==> config.mk <==
export PLATFORM = sky130hd
export DESIGN_NAME = pipe_hazard_ctrl
export DESIGN_NICKNAME = d
export VERILOG_FILES = /design/src/rtl/pipe_ctrl_pkg.sv /design/src/rtl/pipe_hazard_ctrl_hazard_detect.sv /design/src/rtl/pipe_hazard_ctrl.sv
export SDC_FILE = /design/constraint.sdc
export NUM_CORES = 1
export LEC_CHECK = 0
export CAP_MARGIN = 10
export CORE_ASPECT_RATIO = 0.7
export CORE_MARGIN = 2
export CORE_UTILIZATION = 46
export DETAILED_ROUTE_END_ITERATION = 7
export GPL_ROUTABILITY_DRIVEN = 0
export PLACE_DENSITY = 0.77
export SLEW_MARGIN = 20
export SYNTH_ARGS = -nofsm -noshare
export SYNTH_HDL_FRONTEND = slang
export SYNTH_SLANG_ARGS = --single-unit
export TNS_END_PERCENT = 1
==> constraint.sdc <==
create_clock -name clk -period 2.3 [get_ports clk]
set_input_delay 0.23 -clock clk [delete_from_list [all_inputs] [get_ports clk]]
set_output_delay 0.23 -clock clk [all_outputs]
set_load 0.02 [all_outputs]
==> src/rtl/pipe_ctrl_pkg.sv <==
// Shared types and defaults for the pipeline hazard controller.
// Holds the controller state encoding, the output bundle and register-index width.
package pipe_ctrl_pkg;

   localparam int REG_IDX_W       = 5;
   localparam int MC_TIMEOUT_DEF  = 255;
   localparam int STALL_CNT_W_DEF = 16;
   localparam int WDOG_W          = 8;

   typedef enum logic [1:0] {
      RUN     = 2'd0,
      MC_WAIT = 2'd1,
      MC_ERR  = 2'd2
   } ctrlState_t;

   typedef struct packed {
      logic pcWrite;
      logic ifIdWrite;
      logic ifIdFlush;
      logic idExBubble;
      logic idExHold;
   } ctrlOut_t;

   // Free-running pipeline: fetch advances, nothing is squashed or held.
   function automatic ctrlOut_t defaultOut();
      ctrlOut_t o;
      o.pcWrite    = 1'b1;
      o.ifIdWrite  = 1'b1;
      o.ifIdFlush  = 1'b0;
      o.idExBubble = 1'b0;
      o.idExHold   = 1'b0;
      return o;
   endfunction

endpackage

==> src/rtl/pipe_hazard_ctrl_hazard_detect.sv <==
// Combinational load-use detector: an EX-stage load whose destination feeds
// an operand the ID-stage instruction actually reads.
module hazard_detect
   import pipe_ctrl_pkg::*;
(
   input  logic [REG_IDX_W-1:0] RegRs_ID,
   input  logic [REG_IDX_W-1:0] RegRt_ID,
   input  logic                 use_rt_ID,
   input  logic                 MemRead_EX,
   input  logic                 RegWrite_EX,
   input  logic [REG_IDX_W-1:0] DestReg_EX,
   output logic                 loadUse
);

   logic destLive;
   logic rsMatch;
   logic rtMatch;

   // Register zero is hard-wired, so a load targeting it never creates a dependency.
   assign destLive = MemRead_EX && RegWrite_EX && (DestReg_EX != '0);
   assign rsMatch  = (DestReg_EX == RegRs_ID);
   assign rtMatch  = use_rt_ID && (DestReg_EX == RegRt_ID);
   assign loadUse  = destLive && (rsMatch || rtMatch);

endmodule

==> src/rtl/pipe_hazard_ctrl.sv <==
// Pipeline hazard controller: load-use stall, branch flush and a watchdog-guarded
// freeze while a multi-cycle unit (AES core) computes; counts stalled cycles.
module pipe_hazard_ctrl
   import pipe_ctrl_pkg::*;
#(
   parameter int MC_TIMEOUT  = MC_TIMEOUT_DEF,
   parameter int STALL_CNT_W = STALL_CNT_W_DEF
) (
   input  logic                   clk,
   input  logic                   rst,
   input  logic [REG_IDX_W-1:0]   RegRs_ID,
   input  logic [REG_IDX_W-1:0]   RegRt_ID,
   input  logic                   use_rt_ID,
   input  logic                   MemRead_EX,
   input  logic                   RegWrite_EX,
   input  logic [REG_IDX_W-1:0]   DestReg_EX,
   input  logic                   branch_taken_ID,
   input  logic                   mc_start_EX,
   input  logic                   mc_done,
   input  logic                   err_clr,
   output logic                   pc_write,
   output logic                   if_id_write,
   output logic                   if_id_flush,
   output logic                   id_ex_bubble,
   output logic                   id_ex_hold,
   output logic                   mc_timeout,
   output logic [STALL_CNT_W-1:0] stall_cycles
);

   localparam logic [WDOG_W-1:0] TIMEOUT_VAL = WDOG_W'(MC_TIMEOUT);

   ctrlState_t        state;
   logic [WDOG_W-1:0] watchdog;
   logic              loadUse;
   logic              wdExpired;
   logic              enterErr;
   ctrlOut_t          ctrl;

   hazard_detect uHazard (
      .RegRs_ID    (RegRs_ID),
      .RegRt_ID    (RegRt_ID),
      .use_rt_ID   (use_rt_ID),
      .MemRead_EX  (MemRead_EX),
      .RegWrite_EX (RegWrite_EX),
      .DestReg_EX  (DestReg_EX),
      .loadUse     (loadUse)
   );

   assign wdExpired = (watchdog == TIMEOUT_VAL);
   assign enterErr  = (state == MC_WAIT) && !mc_done && wdExpired;

   // Outputs react in the same cycle as the hazard, so they decode the
   // registered state together with the live ID/EX inputs.
   always_comb begin
      // NOTE: assign every field a default first so no path leaves ctrl unassigned (no latch).
      ctrl = defaultOut();
      unique case (state)
         RUN: begin
            if (loadUse) begin
               ctrl.pcWrite    = 1'b0;
               ctrl.ifIdWrite  = 1'b0;
               ctrl.idExBubble = 1'b1;
            end else if (branch_taken_ID) begin
               ctrl.ifIdFlush  = 1'b1;
            end
         end
         MC_WAIT: begin
            ctrl.pcWrite   = 1'b0;
            ctrl.ifIdWrite = 1'b0;
            ctrl.idExHold  = 1'b1;
         end
         MC_ERR: ctrl = defaultOut();
         default: ctrl = defaultOut();
      endcase
   end

   assign pc_write     = ctrl.pcWrite;
   assign if_id_write  = ctrl.ifIdWrite;
   assign if_id_flush  = ctrl.ifIdFlush;
   assign id_ex_bubble = ctrl.idExBubble;
   assign id_ex_hold   = ctrl.idExHold;

   always_ff @(posedge clk or negedge rst) begin
      // NOTE: sequential state uses non-blocking assignments so every register samples pre-edge values.
      if (!rst) begin
         state    <= RUN;
         watchdog <= '0;
      end else begin
         unique case (state)
            RUN: begin
               if (mc_start_EX) begin
                  state    <= MC_WAIT;
                  watchdog <= '0;
               end
            end
            MC_WAIT: begin
               watchdog <= watchdog + 1'b1;
               if (mc_done) begin
                  state <= RUN;
               end else if (wdExpired) begin
                  state <= MC_ERR;
               end
            end
            MC_ERR:  state <= RUN;
            default: state <= RUN;
         endcase
      end
   end

   // Flag is raised on the edge into MC_ERR and held through it, so a clear
   // arriving on either of those cycles loses to the set.
   always_ff @(posedge clk or negedge rst) begin
      if (!rst) begin
         mc_timeout <= 1'b0;
      end else if (enterErr || (state == MC_ERR)) begin
         mc_timeout <= 1'b1;
      end else if (err_clr) begin
         mc_timeout <= 1'b0;
      end
   end

   always_ff @(posedge clk or negedge rst) begin
      if (!rst) begin
         stall_cycles <= '0;
      end else if (!ctrl.pcWrite && (stall_cycles != '1)) begin
         stall_cycles <= stall_cycles + 1'b1;
      end
   end

endmodule

==> results_tabular.tex <==
\begin{tabular}{lr}
\hline
Metric & Value \\
\hline
\multicolumn{2}{l}{\textbf{Status}} \\
Result of the run & complete, no violations \\
\multicolumn{2}{l}{\textbf{Pwr}} \\
Max VDD drop & $\sim$0.00033 V \\
Leakage power summed over all cells & 0.9315 nW \\
Power density of the placed cells & just under 700 mW/mm\^{}2 \\
\multicolumn{2}{l}{\textbf{STA}} \\
Final Cycle Share & around 94\% \\
Slew of the pin with the lowest slew margin & between 500 and 600 ps \\
Maximum clock rate & approximately 460 MHz \\
Final critical-path setup slack & $\sim$140 ps \\
Clock Skew & between 4 and 5 ps \\
Number of setup violations in the final report & 0 \\
Total count of hold-check failures in the final report & 0 \\
Unrepaired setup endpoints after global routing & false \\
Final period demand of the worst path & 2156 ps \\
Setup TNS & 0 ps \\
Tightest slew margin relative to the limit & 62.05\% \\
Final slew viol count & 0 \\
\multicolumn{2}{l}{\textbf{GRT}} \\
Global Route Usage Sum & 21.79\% \\
Congestion Overflow GR & 0 \\
Largest net degree at the start of global routing & 28 \\
Number of antenna violations at the first check in global routing & 0 \\
Wire length of the first global-routing pass & between 6000 and 7000 um \\
Vias in the first global route & 1328 \\
\multicolumn{2}{l}{\textbf{Place}} \\
Detail Placement HPWL & between 2000 and 3000 um \\
Placed cells & 239 \\
Pre-CTS worst setup slack & -240.9 ps \\
Number of I/O port buffers & 45 \\
\multicolumn{2}{l}{\textbf{Drt}} \\
Via total after detailed routing & 1331 \\
Number of antenna-violating nets in the routed design & 0 \\
Wire length reported by the detailed router & around 3600 um \\
Final routed wire length divided by cell count & around 15 um \\
Via density per instance & 5.477 \\
Violation count after the first detailed-route iteration & between 70 and 80 \\
DR DRC count & 0 \\
TritonRoute pass-1 iters & 6 \\
\multicolumn{2}{l}{\textbf{Cells and area}} \\
Proportion of layout cells with a drive suffix above 1 & between 10\% and 20\% \\
Cell Count, Final, Fillers Out & between 200 and 250 \\
Count of antenna diodes in the layout & 0 \\
Area delta synth->final & 39.65\% \\
Number of nets in the layout & 232 \\
\multicolumn{2}{l}{\textbf{Setup path}} \\
CP max stage delay & about 510 ps \\
Highest fanout seen on the critical path & 15 \\
Cell depth of the worst flop-to-flop path & 7 \\
Critical R2R Capture & stall\_cycles[4] \\
Cells along the critical path & clkdlybuf4s50\_1, or4\_1, o211ai\_2, nor2\_2, a21oi\_4, buf\_4, nor2\_2, mux2\_4 \\
End point of the critical path & stall\_cycles[1] \\
Category of the worst setup path capture point & register \\
Worst setup path class & in -> reg \\
Cell at the slowest stage of the critical path & or4\_1 \\
Reg-to-reg critical path startpoint & stall\_cycles[3] \\
CP startpoint & DestReg\_EX[2] \\
Critical path startpoint category & input pin \\
Critical path's most frequent cell & nor2\_2 \\
Register-to-register setup slack & between 300 and 400 ps \\
Crit path arrival time & around 2300 ps \\
Data required time of the worst path & 2460 ps \\
\multicolumn{2}{l}{\textbf{Floorplanning}} \\
Full die area & 0.003739 mm\^{}2 \\
I/O pins & 46 \\
Row cnt & 17 \\
Die Span Y & approximately 52 um \\
Effective utilization at floorplan & $\sim$48\% \\
Die Wd & approximately 72 um \\
Total core area & roughly 0.0031 mm\^{}2 \\
\multicolumn{2}{l}{\textbf{CTS}} \\
Bufs on Longest Clock Path & 2 \\
Clock latency on the worst-skew pair & around 270 ps \\
Number of cells upsized or downsized after cts & 4 \\
Clock transition at the register clock pins on the worst setup and hold paths after CTS & around 90 ps \\
TritonCTS clock tree & yes \\
Number of sinks handled by clock tree synthesis & 27 \\
Number of hold-repair buffers added at the cts stage & 0 \\
TritonCTS buffer count & 3 \\
H-tree levels & 1 \\
Setup fix buffers added after clock tree synthesis & 0 \\
Root Buffer & clkbuf\_8 \\
\multicolumn{2}{l}{\textbf{Logic synthesis}} \\
Average footprint of a synthesized cell & between 10 and 15 um\^{}2 \\
Synthesized instance count & approximately 150 \\
Largest cells by area after synthesis & dfrtp\_1 45\%, xor2\_1 8.8\%, xnor2\_1 5.8\% \\
Synth Net Count & about 180 \\
Post-synth cell types & 39 \\
Cell type with the highest aggregate area in the netlist & dfrtp\_1 \\
Netlist area before placement & roughly 0.0015 mm\^{}2 \\
Share of the yosys chip area belonging to registers & 45.08\% \\
Area share of the leading cell type in the synthesized netlist & roughly 45\% \\
Synth Warn \# & 0 \\
Synthesis-stage register bit count & 27 \\
\multicolumn{2}{l}{\textbf{Hold path}} \\
Worst min-delay path class & in -> async \\
\multicolumn{2}{l}{\textbf{Flow run}} \\
MaxCap Viol Count & 0 \\
\hline
\end{tabular}
-- layout make-up --
cell class / count / area (um^2)
fillers: 243 / 1033
multi-input cells: 116 / 803.3
flip-flops and latches: 27 / 675.6
clock buffers: 4 / 45.04
repair buffers: 55 / 510.5
inverters: 3 / 11.26
well taps: 38 / 47.55
-- cell usage in the layout (no fill, tap or decap), types with 2 or more instances in the layout --
master           Yosys  final
nand2_1             16     16
nand3_1              6      6
xor2_1              15     15
nor3_2               3      3
and3_1               4      4
nor3b_2              2      2
nand4_1              6      6
buf_4                1     10
nor3_1               4      4
nor2_2               2      2
clkdlybuf4s50_1      0     41
dfrtp_1             27     27
nor4_1               3      3
clkbuf_8             0      3
inv_1                2      2
clkbuf_2             0      3
nor2_1              11     11
o21ai_0             11     11
ha_1                 2      2
xnor2_1             10     10
-- critical path, delay by kind of cell --
family / cells / cell delay (ps)
muxes: 1 / 300
buffers and inverters: 2 / 740
and+or+nand+nor: 3 / 660
AOI/OAI and AO/OA: 2 / 390
-- how the worst min path moves through the flow --
| stage | endpoint | cells after the start |
|---|---|---|
| after global routing | stall_cycles[8] | 2 |
| after CTS | stall_cycles[8] | 2 |
| after global placement | stall_cycles[15] | 1 |
| after detailed placement | stall_cycles[10] | 1 |
| after floorplan | mc_timeout | 0 |
| final | stall_cycles[7] | 2 |
-- where the power goes --
group          internal, mW  switching (mW)
logic                 0.269           0.257
clock network         0.124           0.143
registers             0.551           0.103
-- synthesized netlist by cell type --
cell type and number:
nor3_2 3, nand4_1 6, o21ai_0 11, o21bai_1 1, inv_1 2, xnor2_1 10
o22ai_1 1, nor4b_1 2, clkinv_1 1, buf_2 1, a22o_1 1, dfrtp_1 27
or3b_2 1, a31oi_1 1, nand3_1 6, buf_4 1, nor3b_2 2, nand2b_1 2
a21oi_1 1, mux2_4 1, nor3_4 1, or4_1 1, nor3_1 4, a21oi_4 1
a221o_1 1, xor2_1 15, and3_1 4, and2_1 1, o211ai_2 1, a311oi_1 1
o31ai_1 1, nor2_1 11, buf_6 1, nand2_1 16, nand4b_1 1, nor2_2 2
nor4_1 3, a21o_1 1, ha_1 2
-- stage by stage --
stage	hold slack (ps)	total power, mW	util, %	instance area [um^2]
3_3_place_gp	477.9	1.173	65.51	2048
4_1_cts	332.6	1.461	66.79	2088
6_report	325.8	1.448	66.95	2093
3_5_place_dp	490.2	1.192	65.51	2048
5_1_grt	353.3	1.533	66.95	2093
2_1_floorplan	-65.59	0.9318	-	1499
-- flip-flops by register name, indices dropped and copies added, names as in the netlist --
register and flops:
watchdog 8, stall_cycles 16, mc_timeout 1, state 2
-- cells by family after synthesis --
kind of cell | Yosys count | synth area share, %
DFF | 27 | 45.08
and+or+nand+nor | 66 | 25.21
buffers and inverters | 6 | 2.337
xor gates and xnor gates | 25 | 14.61
muxes | 1 | 1.001
AOI/OAI and AO/OA | 22 | 10.10
adders and majority gates | 2 | 1.669
-- layer usage --
metal / part of all wire, % / GRT usage (%)
met5: 0 / 0
met2: 48 / 37.31
met1: 45 / 28.04
met4: 1.9 / 5.660
met3: 4.2 / 4.845
Power figures use the tool's default switching activity.
